## src/rtl/pipe_stage_elastic.sv

```systemverilog
`timescale 1ns/1ps
`default_nettype none
// ============================================================================
// Module      : pipe_stage_elastic
// Description : Two-entry elastic pipeline stage (main + skid register) with
//               a fully registered up_ready_o, synchronous flush and a
//               saturating backpressure (stall) counter.
// Revision    : 1.0 - initial release
// ----------------------------------------------------------------------------
// Ports
//   clk_i        in   1       clock, rising edge
//   rst_i        in   1       asynchronous, active-low reset
//   flush_i      in   1       synchronous kill of all held entries
//   up_valid_i   in   1       upstream payload valid
//   up_data_i    in   DATA_W  upstream payload
//   up_ready_o   out  1       stage can accept this cycle
//   dn_valid_o   out  1       downstream payload valid
//   dn_data_o    out  DATA_W  downstream payload (main register)
//   dn_ready_i   in   1       downstream accepts this cycle
//   occ_o        out  2       entries held (0..2)
//   stall_cnt_o  out  CNT_W   saturating count of backpressured cycles
//   clr_cnt_i    in   1       synchronous clear of stall_cnt_o
// ============================================================================
module pipe_stage_elastic #(
  parameter int DATA_W = 32,
  parameter int CNT_W  = 16
) (
  input  logic              clk_i,
  input  logic              rst_i,
  input  logic              flush_i,
  input  logic              up_valid_i,
  input  logic [DATA_W-1:0] up_data_i,
  output logic              up_ready_o,
  output logic              dn_valid_o,
  output logic [DATA_W-1:0] dn_data_o,
  input  logic              dn_ready_i,
  output logic [1:0]        occ_o,
  output logic [CNT_W-1:0]  stall_cnt_o,
  input  logic              clr_cnt_i
);

  // State encoding doubles as the occupancy count.
  typedef enum logic [1:0] {
    EMPTY = 2'd0,
    ONE   = 2'd1,
    FULL  = 2'd2
  } state_t;

  localparam logic [CNT_W-1:0] CNT_MAX = {CNT_W{1'b1}};

  state_t              state_q, state_d;
  logic [DATA_W-1:0]   main_q,  main_d;
  logic [DATA_W-1:0]   skid_q,  skid_d;
  logic [CNT_W-1:0]    stall_cnt_q, stall_cnt_d;

  logic accept;
  logic pop;

  // Handshake outputs come straight from the state register, so there is
  // no combinational path from dn_ready_i to up_ready_o.
  assign up_ready_o  = (state_q != FULL);
  assign dn_valid_o  = (state_q != EMPTY);
  assign occ_o       = state_q;
  assign dn_data_o   = main_q;
  assign stall_cnt_o = stall_cnt_q;

  assign accept = up_valid_i & up_ready_o;
  assign pop    = dn_valid_o & dn_ready_i;

  always_comb begin
    state_d = state_q;
    main_d  = main_q;
    skid_d  = skid_q;

    case (state_q)
      EMPTY: begin
        if (accept) begin
          main_d  = up_data_i;
          state_d = ONE;
        end
      end
      ONE: begin
        case ({accept, pop})
          2'b10: begin
            skid_d  = up_data_i;
            state_d = FULL;
          end
          2'b11: begin
            main_d  = up_data_i;
          end
          2'b01: begin
            // main keeps its stale value; only valid drops.
            state_d = EMPTY;
          end
          default: begin
          end
        endcase
      end
      FULL: begin
        // up_ready_o is low here, so accept cannot occur.
        if (pop) begin
          main_d  = skid_q;
          state_d = ONE;
        end
      end
      default: begin
        state_d = EMPTY;
      end
    endcase

    // Flush wins over any concurrent transfer; payload registers are frozen
    // so only the valid indication is cleared.
    if (flush_i) begin
      state_d = EMPTY;
      main_d  = main_q;
      skid_d  = skid_q;
    end
  end

  always_comb begin
    stall_cnt_d = stall_cnt_q;
    if (clr_cnt_i) begin
      stall_cnt_d = '0;
    end else if (dn_valid_o && !dn_ready_i && (stall_cnt_q != CNT_MAX)) begin
      stall_cnt_d = stall_cnt_q + 1'b1;
    end
  end

  always_ff @(posedge clk_i or negedge rst_i) begin
    if (!rst_i) begin
      state_q     <= EMPTY;
      main_q      <= '0;
      skid_q      <= '0;
      stall_cnt_q <= '0;
    end else begin
      state_q     <= state_d;
      main_q      <= main_d;
      skid_q      <= skid_d;
      stall_cnt_q <= stall_cnt_d;
    end
  end

endmodule
`default_nettype wire

```

## config.mk

```make
export PLATFORM = sky130hd
export DESIGN_NAME = pipe_stage_elastic
export DESIGN_NICKNAME = d
export VERILOG_FILES = /design/src/rtl/pipe_stage_elastic.sv
export SDC_FILE = /design/constraint.sdc
export NUM_CORES = 1
export LEC_CHECK = 0
export ABC_CLOCK_PERIOD_IN_PS = 1400
export BUFFER_PORTS_ARGS = -buffer_cell sky130_fd_sc_hd__buf_4
export CAP_MARGIN = 40
export CORE_ASPECT_RATIO = 0.9
export CORE_MARGIN = 4
export CORE_UTILIZATION = 48
export DETAILED_ROUTE_END_ITERATION = 10
export GPL_TIMING_DRIVEN = 0
export PLACE_DENSITY = 0.76
export SYNTH_ARGS = -nofsm -noshare
export SYNTH_HDL_FRONTEND = slang
export SYNTH_SLANG_ARGS = --single-unit
export TNS_END_PERCENT = 50
```

## constraint.sdc

```tcl
create_clock -name clk_i -period 1.4 [get_ports clk_i]
set_input_delay 0.21 -clock clk_i [delete_from_list [all_inputs] [get_ports clk_i]]
set_output_delay 0.21 -clock clk_i [all_outputs]
set_load 0.02 [all_outputs]
```

==> results.txt, run 1 <==
----------------------------------------------------
[STA]
  Final Slew Violations ... 0
  Tcrit/Tclk final ... 1.152
  Setup Skew ... around 0.011 ns
  Minimum hold slack ... 0.04622 ns
  Max Freq ... 0.6202 GHz
  Fin. Hold Viols ... 0
  Unrepaired setup endpoints after global routing ... true
  Transition at the pin with the smallest max-transition slack ... 0.5702 ns
  Setup-violating endpoint count in the final report ... 81
  Remaining max-slew budget at the tightest pin ... 0.6199
  Final setup slack of the worst path ... -0.2125 ns
  Min Clock Period, post-route ... approximately 1.6 ns

[Setup path]
  CP arrival ... 1.85 ns
  Critical-path cell list ... nor2b_4 > nor3b_4 > buf_6 > buf_12 > mux2_4
  Critical path required time ... 1.64 ns
  Largest stage delay on the critical path ... 0.47 ns
  Maximum fanout encountered on the critical timing path ... 10
  Family of cells with the greatest summed delay on the critical path ... flip-flops
  Worst path bufs/invs ... 2
  Worst Setup Path Type ... reg2reg
  Critical Path Source Type ... flop
  Endpoint class of the critical path ... flop
  Critical path's slowest cell ... dfrtp_2

[Power]
  Power Internal ... about 4.6 mW
  IR Drop Worst-Case VDD ... 776.5 µV
  Clock power frac ... 0.278
  LEAKAGE ... 2.463 nW
  Switching Fraction ... 0.2967
  Reg power frac ... 0.471
  Total Power Consumption ... around 6.6 mW
  Power density relative to cell area ... 1157 nW/µm²
  Net switching power ... 1.952 mW
  Gate power share ... 0.251

[Floorplan]
  Count of pins on the block boundary ... 90
  Initial cell density of the core ... 0.5057
  Die extent in x ... 100.2 µm
  Die Footprint ... 9110 µm²
  Die outline height ... 90.95 µm
  Floorplan row count ... 29
  Core Area ... 7257 µm²

[Logic synthesis]
  Arithmetic-cell share of the synthesized area counting full adders, half adders and majority gates ... 0.003409
  Combinational family with the most area after synthesis ... multiplexers
  Simple-Gate Fraction of Synth Area ... 0.1200
  YS warnings ... 0
  Post-synthesis cell area ... 3670 µm²
  Number of distinct library cells after synthesis ... 46
  Post-synthesis sequential element count ... 82
  Share of the yosys chip area belonging to registers ... 0.5592
  Post-synthesis net count ... ~350
  Leading register cell type out of synthesis ... dfrtp_1
  EDFF count, synth ... 0
  Post-synthesis share of cell area spent on xor and xnor gates ... 0.02387
  Mean instance size in the synthesized netlist ... ~12 µm²
  Synth Area in Compound Gates ... 0.07910
  Post-synthesis mux area share ... 0.1882
  Cells after Synth ... 315
  Share of flip-flops with an asynchronous set or reset after synthesis ... 1.000

[Finish]
  Number of nets in the finished design ... 491
  Final core utilization ... 0.7836
  Synth-to-layout area growth ... 54.96%
  N_diodes ... 0
  Number of fill cells ... 452
  Finished layout cell area ... between 5000 and 6000 µm²
  Footprint of the multi-input gates ... approximately 2000 µm²
  Ratio of cells with drive above 1 in the final layout ... 0.5755
  Sequential cell area in the final layout ... 2068 µm²

[Clock tree]
  Clk Latency, worst-skew pair ... 0.36 ns
  Number of CTS-inserted buffers ... 9
  Root cell of the clock tree ... clkbuf_8
  TritonCTS clock tree ... built
  CTS Buffer Depth ... 2
  Depth of the CTS H-tree ... 3
  Clock transition at the register clock pins on the worst setup and hold paths after CTS ... 0.09 ns
  CTS sink count ... 82

[Route]
  Vias per inst ... 5.456
  Routed WL ... 9834 µm
  Post-route DRC ... 0
  Vias ... 3001
  DRC violation total after the first TritonRoute iteration ... 102
  Wire per inst ... 17.88 µm
  Router iterations before antenna repair ... 4
  Detail Route Antenna Nets ... 0

[GRT]
  Via count of the first global-routing pass ... 3017
  Largest net degree at the start of global routing ... 43
  Overall overflow remaining after global route ... 0
  Gr usage total ... 0.2066
  Global-route wire length before repair ... between 15000 and 20000 µm
  Antenna violations before repair ... 0

[Placed design]
  Number of buffers added on ports ... ~90
  Worst setup timing slack at the placement stage ... -0.2839 ns
  Post-Place Cell Area ... roughly 4600 µm²
  Final HPWL DP ... 5810 µm
  Final weighted congestion of routability-driven global placement ... about 0.8

[Min path]
  Worst min path class ... in2reg

[Flow run]
  Max Cap Violations ... 0

[Status]
  Failing checks ... negative setup slack
  Status ... complete, but fails checks

----------------------------------------------------
[per-stage QoR]
| step | cells | setup TNS, ns |
|---|---|---|
| floorplan | 315 | -7.126 |
| global route | 550 | -15.67 |
| CTS | 532 | -9.767 |
| global placement | 496 | -16.76 |
| finish | 550 | -11.00 |
| detailed placement | 497 | -17.73 |
[power groups by stage]
stage / registers, mW / logic, mW / clock network (mW)
3_5_place_dp: 3.09 / 1.27 / 0
4_1_cts: 3.06 / 1.48 / 1.87
3_3_place_gp: 3.07 / 1.23 / 0
2_1_floorplan: 3.26 / 0.523 / 0
6_report: 3.10 / 1.65 / 1.83
5_1_grt: 3.15 / 1.77 / 1.99
[layout make-up]
type / count / area share
inverters: 3 / 0.002420
multi-input cells: 215 / 0.3468
well taps: 93 / 0.02046
repair buffers: 127 / 0.1958
clock buffers: 10 / 0.02420
plain buffers: 14 / 0.03388
clock inverters: 6 / 0.01276
flip-flops and latches: 82 / 0.3637
[Yosys cell counts (2+ instances only)]
library cell | n | area share
dfrtp_1 | 82 | 0.56
nor2_1 | 47 | 0.048
a21oi_1 | 37 | 0.050
mux2i_1 | 33 | 0.090
mux2_2 | 32 | 0.098
buf_2 | 11 | 0.015
xnor2_1 | 9 | 0.021
nand2_1 | 6 | 0.0061
nor3_1 | 6 | 0.0082
nor4_1 | 4 | 0.0068
buf_4 | 3 | 0.0061
inv_1 | 3 | 0.0031
nand3_1 | 3 | 0.0041
nand4_1 | 3 | 0.0051
a211oi_1 | 2 | 0.0041
a41oi_1 | 2 | 0.0048
clkbuf_1 | 2 | 0.0020
nor2b_1 | 2 | 0.0034
[cells in the final DEF, fill, tap and decap left out, types with 9 or more instances in the layout]
cell and count:
clkbuf_8 10, xnor2_1 9, buf_6 14, a21oi_1 20
buf_4 107, a21oi_2 17, dfrtp_2 13, dfrtp_1 69
nor2_1 35, mux2_4 30, mux2i_1 33
[final timing paths]
check | start | to | slack, ns | depth (start not counted)
min reg2reg | skid_q[26] | skid_q[26] | 0.52 | 1
min | dn_ready_i | occ_o[1] | 0.05 | 2
max in group asynchronous | rst_i | dn_data_o[21] | 0.40 | 3
max reg2reg | occ_o[1] | skid_q[12] | -0.21 | 5
max | occ_o[1] | skid_q[12] | -0.21 | 5
min in group asynchronous | rst_i | dn_data_o[1] | 0.37 | 2
[cell families (layout without fill, tap and decap cells)]
family	Yosys count	count (layout)
AND/OR/NAND/NOR	88	88
flip-flops	82	82
multiplexers	65	65
AO/OA/AOI/OAI	50	51
buffers and inverters	19	160
XOR/XNOR	10	10
adder cells (fa/ha/maj)	1	1
[what timing repair did]
| item | 4_1_cts | 5_1_grt |
|---|---|---|
| endpoints found under the hold margin | 40 | 0 |
| hold buffers | 1 | 0 |
| pin swaps | 3 | 12 |
| resized for setup | 82 | 52 |
| buffers inserted | 15 | 17 |
| gates cloned | 5 | 2 |
| endpoints found under the setup margin | 82 | 83 |
[metal layers]
metal | GRT usage | wire length (µm) | up-vias
met5 | 0 | 0 | -
met1 | 0.2827 | 4497 | 1510
li1 | - | - | 1395
met2 | 0.3278 | 4776 | 90
met3 | 0.05594 | 510 | 6
met4 | 0.05163 | 49 | 0
[worst register-to-register path: stages (launching register included)]
cell and delay, ns:
dfrtp_2 0.47, nor2b_4 0.17, nor3b_4 0.20, buf_6 0.19, buf_12 0.16, mux2_4 0.31
[state kept, by name, summed over array words and instances (netlist names)]
signal / cells
skid_q: 32
occ_o: 2
stall_cnt_o: 16
dn_data_o: 32
Power figures use the tool's default switching activity.
==> inputs of run 2 (changes only) <==
- CORE_UTILIZATION: 48 -> 28
- PLACE_DENSITY: 0.76 -> default
==> results.txt, run 2 (synthesized netlist as in run 1, its figures left out) <==
----------------------------------------------------
[Status]
  Status ... complete, but fails checks
  Failing checks ... negative setup slack

[Placed design]
  Final weighted congestion of routability-driven global placement ... 0.8342 (+4.2%)
  Number of buffers added on ports ... 88 (unchanged)
  Post-Place Cell Area ... 4701 µm² (+2.1%)
  Final HPWL DP ... 6374 µm (+9.7%)

[Finish]
  Ratio of cells with drive above 1 in the final layout ... 0.5056 (-0.06992)
  Synth-to-layout area growth ... 51.93%
  Top library cells by usage in the layout, fill and taps aside ... 106 x buf_4, 68 x dfrtp_1, 46 x nor2_1
  Commonest non-fill, non-tap cell in the layout ... buf_4
  Finished layout cell area ... 5575 µm² (-2.0%)
  N_diodes ... 0 (unchanged)
  Number of nets in the finished design ... 484 (-1.4%)

[Power]
  LEAKAGE ... 2.393 nW (-2.8%)
  IR Drop Worst-Case VDD ... 764.3 µV (-1.6%)
  Total Power Consumption ... 6.839 mW (+3.9%)
  Power density relative to cell area ... 1227 nW/µm² (+6.0%)

[Floorplan]
  Count of pins on the block boundary ... 90 (unchanged)
  Floorplan row count ... 39 (+34%)
  Die outline height ... 116.6 µm (+28%)
  Die Footprint ... 15000 µm² (+65%)
  Core Area ... 12780 µm² (+76%)
  Die extent in x ... 128.7 µm (+28%)
  Initial cell density of the core ... 0.2870 (-0.2186)

[Setup path]
  Worst Setup Path Type ... reg2reg
  Critical-path cell list ... nor2b_4 > nor3b_4 > buf_6 > buf_8 > mux2_2
  Endpoint class of the critical path ... flop
  Largest stage delay on the critical path ... 0.46 ns (about the same)
  CP arrival ... 1.83 ns (-0.02 ns)
  Critical path's slowest cell ... dfrtp_2
  Critical path required time ... 1.62 ns (-0.02 ns)
  Critical Path Source Type ... flop
  Maximum fanout encountered on the critical timing path ... 10 (unchanged)

[STA]
  Max Freq ... 0.6225 GHz (+0.38%)
  Setup Skew ... 0.007528 ns (-0.003913 ns)
  Setup-violating endpoint count in the final report ... 79 (-2.5%)
  Final Slew Violations ... 0 (unchanged)
  Min Clock Period, post-route ... 1.606 ns (-0.006147 ns)
  Tcrit/Tclk final ... 1.147 (-0.004391)
  Remaining max-slew budget at the tightest pin ... 0.6809 (+0.06102)
  Transition at the pin with the smallest max-transition slack ... 0.4786 ns (-0.09153 ns)
  Fin. Hold Viols ... 0 (unchanged)
  Final setup slack of the worst path ... -0.2063 ns (+0.006147 ns)
  Unrepaired setup endpoints after global routing ... true

[Clock tree]
  CTS Buffer Depth ... 2 (unchanged)
  Clock transition at the register clock pins on the worst setup and hold paths after CTS ... 0.06 ns (-0.03 ns)
  Number of CTS-inserted buffers ... 9 (unchanged)
  TritonCTS clock tree ... built
  Root cell of the clock tree ... clkbuf_16
  Depth of the CTS H-tree ... 3 (unchanged)
  CTS sink count ... 82 (unchanged)
  Clk Latency, worst-skew pair ... 0.34 ns (-0.02 ns)

[Route]
  Vias per inst ... 4.736 (-13%)
  Routed WL ... 9917 µm (+0.84%)
  Router iterations before antenna repair ... 4 (unchanged)
  DRC violation total after the first TritonRoute iteration ... 95 (-6.9%)
  Vias ... 2903 (-3.3%)
  Detail Route Antenna Nets ... 0 (unchanged)
  Wire per inst ... 16.18 µm (-9.5%)
  Post-route DRC ... 0 (unchanged)

[GRT]
  Antenna violations before repair ... 0 (unchanged)
  Global-route wire length before repair ... 15460 µm (+2.6%)
  Overall overflow remaining after global route ... 0 (unchanged)
  Gr usage total ... 0.1345 (-0.07209)
  Largest net degree at the start of global routing ... 60 (+40%)
  Via count of the first global-routing pass ... 2965 (-1.7%)

[Flow run]
  Max Cap Violations ... 0 (unchanged)

[Min path]
  Worst min path class ... in2reg

----------------------------------------------------
run 2: changes by cell type in the layout (fill, tap and decap cells not counted), moves of 2 or more:
cell and delta:
a21oi_1 +15, a21oi_2 -15, mux2_2 +14, mux2_4 -14
nor2_1 +11, clkbuf_16 +9, clkbuf_8 -9, nor2_4 -7
buf_12 -4, nor2_2 -4, clkbuf_1 +2, inv_6 -2
nand2_1 +2, nand2_2 -2
run 2: through the flow:
stage | instances | setup WS [ns] | setup TNS (ns) | util | hold slack [ns]
floorplan | 315 | -0.1576 | -7.126 | - | -0.08559
global placement | 567 | -0.3512 | -21.02 | 0.3655 | 0.4074
detailed placement | 568 | -0.4244 | -23.46 | 0.3677 | 0.1403
CTS | 601 | -0.1952 | -9.806 | 0.4107 | 0.04551
global route | 613 | -0.2965 | -15.79 | 0.4361 | 0.06471
finish | 613 | -0.2063 | -8.614 | 0.4361 | 0.07130
run 2: repair_timing:
item                                    in CTS  in global routing
endpoints found under the hold margin       23                  0
gates resized for setup                     33                 47
endpoints found under the setup margin      81                 82
hold buffers                                 1                  0
buffers inserted                            16                 10
pin swaps                                    9                  5
gates cloned                                 1                  2
run 2: area by class of cell:
type | instances | area, µm²
sequential | 82 | 2069
multi-input combinational | 214 | 1799
tap | 164 | 205.2
clock buffer | 12 | 246.5
clock inverter | 3 | 40.04
inverter | 3 | 11.26
fill | 1232 | 7209
timing repair buffer | 119 | 997.2
buffer | 16 | 206.4
run 2: path summary, 6_finish.rpt:
kind / startpoint / end / slack [ns] / cells past startpoint
min reg2reg: skid_q[24] / skid_q[24] / 0.51 / 1
min in group asynchronous: rst_i / stall_cnt_o[7] / 0.32 / 2
max reg2reg: occ_o[1] / skid_q[29] / -0.21 / 5
max: occ_o[1] / skid_q[29] / -0.21 / 5
min: dn_ready_i / occ_o[1] / 0.07 / 2
max in group asynchronous: rst_i / stall_cnt_o[3] / 0.46 / 3
run 2: worst max-delay path, delay by kind of cell (launching register included):
family | cells | cell delay [ns]
DFF | 1 | 0.46
buffers and inverters | 2 | 0.29
muxes | 1 | 0.33
and+or+nand+nor | 2 | 0.40
run 2: metal layers:
metal,share of wire,track usage
met5,0,0
met3,0.062,0.04618
met2,0.48,0.2217
met4,0.017,0.05528
met1,0.44,0.1617
run 2: power by group:
part	internal, mW	switching [mW]	total [mW]
Combinational	0.795	0.666	1.46
Sequential	2.81	0.246	3.06
Clock	1.42	0.907	2.32
==> inputs of run 3 (changes only) <==
- CORE_ASPECT_RATIO: 0.9 -> default
==> results.txt, run 3 (synthesized netlist as in run 1, its figures left out) <==
----------------------------------------------------
[Route]
  Wire per inst ... 15.55 µm (-3.9%)
  Detail Route Antenna Nets ... 0 (unchanged)
  Router iterations before antenna repair ... 6 (+2)
  Met3 Routed Length ... 519 µm (-15%)
  DRC violation total after the first TritonRoute iteration ... 95 (unchanged)
  Post-route DRC ... 0 (unchanged)
  Routed WL ... 9624 µm (-3.0%)
  Top routing layer in use ... met4
  Detailed-route wire length on metal 1 ... 4545 µm (+4.7%)
  Vias per inst ... 4.680 (-1.2%)
  Vias ... 2897 (-0.21%)
  Detailed-routed wire length on met2 ... 4428 µm (-7.7%)

[STA]
  Tcrit/Tclk final ... 1.131 (-0.01630)
  Max Freq ... 0.6315 GHz (+1.4%)
  Transition at the pin with the smallest max-transition slack ... 0.5047 ns (+0.02606 ns)
  Remaining max-slew budget at the tightest pin ... 0.6635 (-0.01737)
  Min Clock Period, post-route ... 1.583 ns (-0.02282 ns)
  Final setup slack of the worst path ... -0.1835 ns (+0.02282 ns)
  Setup Skew ... 0.009694 ns (+0.002166 ns)
  Setup-violating endpoint count in the final report ... 82 (+3.8%)
  Final Slew Violations ... 0 (unchanged)
  Fin. Hold Viols ... 0 (unchanged)
  Unrepaired setup endpoints after global routing ... true

[Floorplan]
  Die extent in x ... 122.5 µm (-4.8%)
  Floorplan row count ... 41 (+5.1%)
  Initial cell density of the core ... 0.2885 (+0.001411)
  Count of pins on the block boundary ... 90 (unchanged)
  Die Footprint ... 15000 µm² (about the same)
  Core Area ... 12720 µm² (-0.49%)
  Die outline height ... 122.5 µm (+5.0%)

[Setup path]
  Maximum fanout encountered on the critical timing path ... 6 (-4)
  Worst Setup Path Type ... reg2reg
  Critical Path Source Type ... flop
  Endpoint class of the critical path ... flop
  Critical path required time ... 1.66 ns (+0.04 ns)
  CP arrival ... 1.85 ns (+0.02 ns)

[Finish]
  Number of nets in the finished design ... 481 (-0.62%)
  Ratio of cells with drive above 1 in the final layout ... 0.4944 (-0.01116)
  Finished layout cell area ... 5617 µm² (+0.74%)
  N_diodes ... 0 (unchanged)
  Synth-to-layout area growth ... 53.05%
  Number of fill cells ... 1236 (+0.32%)
  Commonest non-fill, non-tap cell in the layout ... buf_4
  Final core utilization ... 0.4415 (+0.005390)
  Non-filler cells in the finished layout ... 619 (+0.98%)
  Top library cells by usage in the layout, fill and taps aside ... 101 x buf_4, 67 x dfrtp_1, 46 x nor2_1

[Clock tree]
  Depth of the CTS H-tree ... 3 (unchanged)
  Number of CTS-inserted buffers ... 9 (unchanged)
  CTS Buffer Depth ... 2 (unchanged)
  Clk Latency, worst-skew pair ... 0.34 ns (about the same)
  Root cell of the clock tree ... clkbuf_16
  TritonCTS clock tree ... built
  CTS sink count ... 82 (unchanged)
  Clock transition at the register clock pins on the worst setup and hold paths after CTS ... 0.06 ns (about the same)

[Placed design]
  Final weighted congestion of routability-driven global placement ... 0.7893 (-5.4%)
  Post-Place Cell Area ... 4711 µm² (+0.21%)
  Worst setup timing slack at the placement stage ... -0.3737 ns (+0.05068 ns)
  Final HPWL DP ... 6276 µm (-1.5%)
  Number of placed cells counting well taps ... 576 (+1.4%)
  Number of buffers added on ports ... 88 (unchanged)

[GRT]
  Largest net degree at the start of global routing ... 49 (-18%)
  Overall overflow remaining after global route ... 0 (unchanged)
  Via count of the first global-routing pass ... 3057 (+3.1%)
  Global-route wire length before repair ... 15550 µm (+0.58%)
  Gr usage total ... 0.1333 (-0.001172)
  Antenna violations before repair ... 0 (unchanged)

[Power]
  Total Power Consumption ... 7.004 mW (+2.4%)
  Power density relative to cell area ... 1247 nW/µm² (+1.7%)
  LEAKAGE ... 2.415 nW (+0.92%)
  IR Drop Worst-Case VDD ... 558.2 µV (-27%)

[Flow run]
  Max Cap Violations ... 0 (unchanged)

[Status]
  Failing checks ... negative setup slack
  Status ... complete, but fails checks

[Min path]
  Worst min path class ... in2reg

----------------------------------------------------
[run 3: per-stage QoR]
stage / setup TNS (ns) / hold slack, ns
global route: -15.24 / 0.06305
global placement: -21.38 / 0.4071
finish: -9.521 / 0.07015
detailed placement: -22.78 / 0.2134
CTS: -8.412 / 0.04868
floorplan: -7.126 / -0.08559
[run 3: what timing repair did]
action / in CTS / in global routing
endpoints found under the hold margin: 34 / 0
pin swaps: 5 / 7
buffers inserted: 21 / 3
hold buffers: 1 / 0
resized for setup: 60 / 36
setup endpoints to repair: 82 / 84
gates cloned: 1 / 1
[run 3: worst paths after layout]
check | from | end | slack (ns) | cells after the start
max in group asynchronous | rst_i | dn_data_o[13] | 0.41 | 3
min in group asynchronous | rst_i | skid_q[0] | 0.39 | 2
worst min-delay path | dn_ready_i | occ_o[1] | 0.07 | 2
worst min register to register | skid_q[25] | skid_q[25] | 0.51 | 1
worst max-delay path | stall_cnt_o[7] | stall_cnt_o[6] | -0.18 | 5
worst max register to register | stall_cnt_o[7] | stall_cnt_o[6] | -0.18 | 5
[run 3: critical path, cell delays in order (launching register included)]
cell     delay [ns]
dfrtp_2        0.44
and2_1         0.19
and2_4         0.18
a41o_1         0.27
or3_1          0.31
a21oi_1        0.13
[run 3: cell type report]
cell class | count | area, µm² | share of cell area
Clock buffer | 12 | 246.5 | 0.04388
Buffer | 16 | 231.5 | 0.04121
Clock inverter | 4 | 51.30 | 0.009133
Timing Repair Buffer | 116 | 977.2 | 0.1740
Multi-Input combinational cell | 214 | 1810 | 0.3223
Inverter | 3 | 13.76 | 0.002450
Sequential cell | 82 | 2071 | 0.3687
Tap cell | 172 | 215.2 | 0.03832
[run 3: metal layers]
metal,global-route usage,vias to the layer above
met5,0,-
met4,0.05038,0
met3,0.04240,11
met2,0.2071,73
met1,0.1738,1438
li1,-,1375
[run 3: where the power goes]
| part | internal (mW) | switching [mW] | total (mW) |
|---|---|---|---|
| registers | 2.81 | 0.257 | 3.07 |
| clock network | 1.43 | 0.956 | 2.39 |
| logic | 0.879 | 0.670 | 1.55 |
